[config.mk]
export PLATFORM = sky130hd
export DESIGN_NAME = usb_pkt_framer_flat
export DESIGN_NICKNAME = d
export VERILOG_FILES = /design/src/rtl/usb_pkt_framer_pkg.sv /design/src/rtl/usb_pkt_framer_if.sv /design/src/rtl/usb_pkt_framer.sv /design/src/flat_wrapper.sv
export SDC_FILE = /design/constraint.sdc
export NUM_CORES = 1
export LEC_CHECK = 0
export CAP_MARGIN = 10
export CELL_PAD_IN_SITES_DETAIL_PLACEMENT = 1
export CELL_PAD_IN_SITES_GLOBAL_PLACEMENT = 1
export CORE_MARGIN = 4
export CORE_UTILIZATION = 39
export DETAILED_ROUTE_END_ITERATION = 8
export PLACE_DENSITY_LB_ADDON = 0.1
export SLEW_MARGIN = 20
export SYNTH_ARGS = -nofsm -noshare
export SYNTH_HDL_FRONTEND = slang
export SYNTH_SLANG_ARGS = --single-unit
export TNS_END_PERCENT = 50
[constraint.sdc]
create_clock -name clk_ULPI -period 2.3 [get_ports clk_ULPI]
set_input_delay 0.46 -clock clk_ULPI [delete_from_list [all_inputs] [get_ports clk_ULPI]]
set_output_delay 0.46 -clock clk_ULPI [all_outputs]
set_load 0.05 [all_outputs]
[src/rtl/usb_pkt_framer_pkg.sv]
// usb_pkt_framer_pkg: shared USB sniffer constants (state encodings, sync byte, INFO field layout)
package usb_pkt_framer_pkg;

    localparam logic [7:0] SYNC_DEFAULT = 8'hA5;

    // INFO word layout: [15:10] RxCMD, [9:0] data byte count
    localparam int INFO_CMD_LSB = 10;
    localparam int INFO_CNT_W   = 10;

    localparam logic [3:0] S_IDLE     = 4'd0;
    localparam logic [3:0] S_INFO_RD  = 4'd1;
    localparam logic [3:0] S_INFO_LAT = 4'd2;
    localparam logic [3:0] S_SYNC     = 4'd3;
    localparam logic [3:0] S_HDR_H    = 4'd4;
    localparam logic [3:0] S_HDR_L    = 4'd5;
    localparam logic [3:0] S_DATA_RD  = 4'd6;
    localparam logic [3:0] S_DATA_LAT = 4'd7;
    localparam logic [3:0] S_DATA_TX  = 4'd8;
    localparam logic [3:0] S_CHK      = 4'd9;

endpackage

[src/rtl/usb_pkt_framer_if.sv]
// usb_pkt_framer_if: INFO/DATA FIFO read ports and transmitter handshake of the framer
interface usb_pkt_framer_if;

    logic        INFO_empty;
    logic        INFO_re;
    logic [15:0] INFO_DATA;
    logic        DATA_empty;
    logic        DATA_re;
    logic [7:0]  DATA_in;
    logic [7:0]  tx_data;
    logic        tx_valid;
    logic        tx_ready;

    modport master (
        input  INFO_empty, INFO_DATA, DATA_empty, DATA_in, tx_ready,
        output INFO_re, DATA_re, tx_data, tx_valid
    );

    modport slave (
        output INFO_empty, INFO_DATA, DATA_empty, DATA_in, tx_ready,
        input  INFO_re, DATA_re, tx_data, tx_valid
    );

endinterface

[src/rtl/usb_pkt_framer.sv]
// usb_pkt_framer: frames INFO + DATA FIFO contents as SYNC, INFO hi/lo, payload, XOR checksum
module usb_pkt_framer
    import usb_pkt_framer_pkg::*;
#(
    parameter logic [7:0] SYNC_BYTE = SYNC_DEFAULT,
    parameter int         CNT_W     = INFO_CNT_W
) (
    input  logic                    clk_ULPI,
    input  logic                    rst,
    input  logic                    enable,
    usb_pkt_framer_if.master        bus,
    output logic                    busy,
    output logic [15:0]             frame_cnt
);

    logic [3:0]       r_state;
    logic [3:0]       w_next;
    logic [15:0]      r_info;
    logic [CNT_W-1:0] r_cnt;
    logic [7:0]       r_chk;
    logic [7:0]       r_data;
    logic [15:0]      r_frame_cnt;
    logic             w_adv;

    assign w_adv        = bus.tx_valid & bus.tx_ready;
    assign bus.INFO_re  = (r_state == S_INFO_RD) & ~bus.INFO_empty;
    assign bus.DATA_re  = (r_state == S_DATA_RD) & ~bus.DATA_empty;
    assign bus.tx_valid = r_state inside {S_SYNC, S_HDR_H, S_HDR_L, S_DATA_TX, S_CHK};
    assign busy         = r_state != S_IDLE;
    assign frame_cnt    = r_frame_cnt;

    // Every transmit state shows a register that only changes outside it, so tx_data holds while stalled
    assign bus.tx_data = (r_state == S_SYNC)    ? SYNC_BYTE     :
                         (r_state == S_HDR_H)   ? r_info[15:8]  :
                         (r_state == S_HDR_L)   ? r_info[7:0]   :
                         (r_state == S_DATA_TX) ? r_data        :
                         (r_state == S_CHK)     ? r_chk         : 8'h00;

    // Next-state: read states wait on their empty flag, transmit states wait on the handshake
    always_comb begin
        w_next = r_state;
        case (r_state)
            S_IDLE:     if (enable && !bus.INFO_empty) w_next = S_INFO_RD;
            S_INFO_RD:  if (!bus.INFO_empty) w_next = S_INFO_LAT;
            S_INFO_LAT: w_next = S_SYNC;
            S_SYNC:     if (w_adv) w_next = S_HDR_H;
            S_HDR_H:    if (w_adv) w_next = S_HDR_L;
            S_HDR_L:    if (w_adv) w_next = (r_cnt == '0) ? S_CHK : S_DATA_RD;
            S_DATA_RD:  if (!bus.DATA_empty) w_next = S_DATA_LAT;
            S_DATA_LAT: w_next = S_DATA_TX;
            S_DATA_TX:  if (w_adv) w_next = (r_cnt != '0) ? S_DATA_RD : S_CHK;
            S_CHK:      if (w_adv) w_next = S_IDLE;
            default:    w_next = S_IDLE;
        endcase
    end

    // State, latched INFO/DATA, remaining-byte counter, running checksum and frame counter
    always_ff @(posedge clk_ULPI or posedge rst) begin
        if (rst) begin
            r_state     <= S_IDLE;
            r_info      <= '0;
            r_cnt       <= '0;
            r_chk       <= '0;
            r_data      <= '0;
            r_frame_cnt <= '0;
        end else begin
            r_state <= w_next;
            if (r_state == S_INFO_LAT) begin
                r_info <= bus.INFO_DATA;
                r_cnt  <= CNT_W'(bus.INFO_DATA[INFO_CNT_W-1:0]);
                r_chk  <= bus.INFO_DATA[15:8] ^ bus.INFO_DATA[7:0];
            end
            if (r_state == S_DATA_LAT) begin
                r_data <= bus.DATA_in;
                r_cnt  <= r_cnt - CNT_W'(1);
                r_chk  <= r_chk ^ bus.DATA_in;
            end
            if (r_state == S_CHK && w_adv)
                r_frame_cnt <= r_frame_cnt + 16'd1;
        end
    end

endmodule
[src/flat_wrapper.sv]
// flat-port wrapper written by rule: the top's interface ports become plain ports
module usb_pkt_framer_flat import usb_pkt_framer_pkg::*;
#(
    parameter logic [7:0] SYNC_BYTE = SYNC_DEFAULT,
    parameter int         CNT_W     = INFO_CNT_W
)
  (clk_ULPI, rst, enable, busy, frame_cnt, bus_INFO_empty, bus_INFO_DATA, bus_DATA_empty, bus_DATA_in, bus_tx_ready, bus_INFO_re, bus_DATA_re, bus_tx_data, bus_tx_valid);
  usb_pkt_framer_if bus_i ();
  input  logic clk_ULPI;
  input  logic rst;
  input  logic enable;
  output logic busy;
  output logic [15:0] frame_cnt;
  input wire logic [$bits(bus_i.INFO_empty)-1:0] bus_INFO_empty;
  input wire logic [$bits(bus_i.INFO_DATA)-1:0] bus_INFO_DATA;
  input wire logic [$bits(bus_i.DATA_empty)-1:0] bus_DATA_empty;
  input wire logic [$bits(bus_i.DATA_in)-1:0] bus_DATA_in;
  input wire logic [$bits(bus_i.tx_ready)-1:0] bus_tx_ready;
  output wire logic [$bits(bus_i.INFO_re)-1:0] bus_INFO_re;
  output wire logic [$bits(bus_i.DATA_re)-1:0] bus_DATA_re;
  output wire logic [$bits(bus_i.tx_data)-1:0] bus_tx_data;
  output wire logic [$bits(bus_i.tx_valid)-1:0] bus_tx_valid;
  assign bus_i.INFO_empty = bus_INFO_empty;
  assign bus_i.INFO_DATA = bus_INFO_DATA;
  assign bus_i.DATA_empty = bus_DATA_empty;
  assign bus_i.DATA_in = bus_DATA_in;
  assign bus_i.tx_ready = bus_tx_ready;
  assign bus_INFO_re = bus_i.INFO_re;
  assign bus_DATA_re = bus_i.DATA_re;
  assign bus_tx_data = bus_i.tx_data;
  assign bus_tx_valid = bus_i.tx_valid;
  usb_pkt_framer #(.SYNC_BYTE(SYNC_BYTE), .CNT_W(CNT_W)) u_core (.clk_ULPI(clk_ULPI), .rst(rst), .enable(enable), .bus(bus_i), .busy(busy), .frame_cnt(frame_cnt));
endmodule
==> results.tsv <==
stage	metric	value	unit
outcome	status	finished, final reports clean	
synth	synth-simple-area-share	25.0	%
global_routing	grt_pass1_wl	17.3	mm
routing	drc_errors	0	
clock_network	clock_tree.root_cell	clkbuf_8	
routing	vias_per_cell	5.47	
clock_network	postCtsHoldBufs	0	
placement	hpwl	7.27	mm
sta	finalClockSkew	0.0117	ns
routing	drt_wl_total	10.5	mm
synth	synth_compound_area_share	15.8	%
clock_network	cts_buffer_depth	2	
global_routing	antenna_found_initial	0	
global_routing	grtUsageTotal	21.6	%
layout	final_nets	506	
global_routing	grt_overflow	0	
floorplanning	die_w	100	µm
critical_path	critical_path.cell_chain	and3b_2 -> buf_6 -> nand2_2 -> a21oi_2 -> a21oi_2 -> o21ai_2 -> buf_12	
critical_path	end_kind	output pin	
synth	synth_cells	389	
synth	synth_mux_area_share	0.947	%
sta	fin_crit	2.26	ns
clock_network	clock-sinks	62	
sta	clock.fmax	442	MHz
synth	synth_edf_count	0	
clock_network	htree_levels	3	
run	maxCapViolCount	0	
sta	rsz0062_at_grt	true	
routing	postRouteAntennaNets	0	
placement	gp_congestion	0.812	
routing	drt_iter0_markers	133	
sta	finalSetupViolations	0	
global_routing	first_global_vias	3434	
critical_path	startpoint_type	flip-flop	
critical_path	path_class	flip-flop to output pin	
sta	holdWs	0.476	ns
critical_path	crit_family	flip-flops	
critical_path	critPathMaxFanout	7	
critical_path	crit_arrival	1.80	ns
power	combPwrFrac	55.0	%
critical_path	slowest_delay	0.48	ns
power	p_per_area	1400	nW/µm²
sta	worst_pin_slew	0.504	ns
min_path	hold_class	flip-flop to flip-flop	
layout	drive_gt1_share	23.2	%
clock_network	clk_latency	0.33	ns
critical_path	slowest_stage	dfrtp_2	
sta	finalMaxSlewViolations	0	
floorplanning	coreArea	8220	µm²
critical_path	critPathBufInv	2	
floorplanning	die_y	100	µm
synth	async_reset_ff_share	100	%
power	pwr-share-clk	16.7	%
synth	synth_ff_type	dfrtp_1	
placement	numPortBuffers	57	
synth	synth_seq_cells	62	
synth	netlist_area	3300	µm²
routing	wire_per_inst	17.9	µm
layout	n_antenna_cell	0	
layout	post-route-util	56.9	%
floorplanning	rows	33	
floorplanning	dieArea	10000	µm²
power	p_leak	2.10	nW
synth	yosysWarnings	0	
clock_network	clk_pin_slew_worst_paths	0.07	ns
power	switching_share	43.7	%
synth	synth_area_per_cell	8.49	µm²
synth	yosysTopAreaCell	dfrtp_1	
sta	hold_viol	0	
global_routing	grt_max_degree	63	
power	p_total	6.53	mW
sta	min_period_over_period	98.4	%
synth	synth_area_leaders	dfrtp_1, nand2_1, xnor2_1, o21ai_0, a21oi_1	
routing	num_vias	3193	
power	p_switching	2.85	mW
synth	seq_area_frac_synth	47.0	%
layout	register_area	1560	µm²
layout	syn2layout_area_growth	41.4	%
layout	nFillCells	948	
synth	synth_xor_area_share	6.36	%
synth	synth_top_family_by_area	simple AND/OR/NAND/NOR gates	
floorplanning	start_util	40.2	%
clock_network	cts_buffers	9	
critical_path	cp_common_cell	a21oi_2	
critical_path	worstPathRequired	1.84	ns
layout	final_cell_area	4670	µm²
floorplanning	boundaryPins	58	
synth	netlist-cell-type-count	52	
synth	synth_fa_ha_area_share	0.757	%
synth	synth_top_area_share	47.0	%
power	sequentialPowerShare	28.3	%
clock_network	cts_tree	built	
synth	syn_nets	421	
power	power.internal	3.67	mW
power	worst_ir_drop_vdd	0.000553	V
layout	multi_input_area	1730	µm²
sta	slew_headroom	66.3	%
placement	placed_area	4250	µm²
routing	first_pass_iters	4	
[cell usage after synthesis (all sizes together), types with 2 or more instances]
library cell / n
or2: 2
or4: 4
xor2: 3
or3: 2
and3b: 2
a211oi: 7
a211o: 2
dfrtp: 62
a21oi: 22
nand3: 9
or4b: 2
buf: 9
xnor2: 21
and3: 8
o21a: 2
a311oi: 7
o211ai: 3
o31ai: 2
o21ai: 27
nand4: 5
nand2: 97
ha: 2
nor2b: 3
inv: 8
mux2i: 2
nor2: 29
clkbuf: 17
nand2b: 2
nor3: 12
[layout make-up]
cell class | instances | share of cell area [%]
Multi-Input combinational cell | 292 | 37.1
Clock buffer | 10 | 2.95
Inverter | 9 | 0.723
Clock inverter | 6 | 1.82
Sequential cell | 62 | 33.3
Timing Repair Buffer | 100 | 21.3
Tap cell | 105 | 2.81
[path summary, 6_finish.rpt]
check | from | endpoint | slack (ns) | cells past startpoint
worst max-delay path | u_core.r_state[3] | bus_tx_data[5] | 0.04 | 7
worst min-delay path | u_core.frame_cnt[15] | u_core.frame_cnt[15] | 0.48 | 1
worst max register to register | u_core.r_state[0] | u_core.r_chk[5] | 0.08 | 7
worst min register to register | u_core.frame_cnt[15] | u_core.frame_cnt[15] | 0.48 | 1
max in group asynchronous | rst | u_core.r_state[3] | 1.49 | 3
min in group asynchronous | rst | u_core.r_data[5] | 0.52 | 3
[timing repair]
| item | in CTS | in global routing |
|---|---|---|
| pin swaps | 2 | 6 |
| gates resized for setup | 16 | 26 |
| setup endpoints to repair | 8 | 17 |
| setup buffers | 7 | 5 |
[power by group through the flow]
stage	combinational (mW)	sequential, mW	clock (mW)
after CTS	3.42	1.82	1.11
after global routing	3.90	1.91	1.16
after global placement	3.18	1.82	0
final	3.59	1.85	1.09
after floorplan	2.06	1.71	0
after detailed placement	3.28	1.84	0
[placed cells by master (no fill, tap or decap), types with 14 or more instances in the layout]
cell,count
dfrtp_1,58
nor2_1,23
buf_4,39
a21oi_1,16
clkdlybuf4s50_1,45
xnor2_1,21
o21ai_0,14
nand2_1,95
[layer usage]
metal / part of all wire (%) / wire [µm] / GRT usage, % / up-vias
li1: - / - / - / 1511
met1: 45 / 4660 / 27.2 / 1611
met2: 51 / 5290 / 38.6 / 63
met3: 3.8 / 396 / 3.27 / 8
met4: 1.2 / 121 / 5.80 / 0
met5: 0 / 0 / 0 / -
[flip-flops by register name, indices dropped and copies added, names as in the netlist]
| name | flops |
|---|---|
| u_core.frame_cnt | 16 |
| u_core.r_info | 16 |
| u_core.r_cnt | 10 |
| u_core.r_chk | 8 |
| u_core.r_data | 8 |
| u_core.r_state | 4 |
[through the flow]
step / setup TNS, ns / std cells / worst slack, ns
detailed placement: 0 / 556 / 0.0758
global placement: 0 / 556 / 0.169
finish: 0 / 584 / 0.0374
floorplan: 0 / 389 / 0.154
global route: -0.181 / 584 / -0.0551
CTS: -0.00292 / 579 / -0.00292
[worst register-to-register path, delay by kind of cell (launching register included)]
family | cells | cell delay, ns
AO/OA/AOI/OAI | 2 | 0.35
AND/OR/NAND/NOR | 2 | 0.71
flip-flops | 1 | 0.47
buffers and inverters | 3 | 0.58
[cell families after synthesis]
| group | after synthesis |
|---|---|
| mux | 3 |
| simple gates | 181 |
| buf+inv | 35 |
| fa+ha+maj | 2 |
| flops | 62 |
| xor+xnor | 24 |
| compound gates | 82 |
No activity file was read; power rests on OpenSTA's default activity.
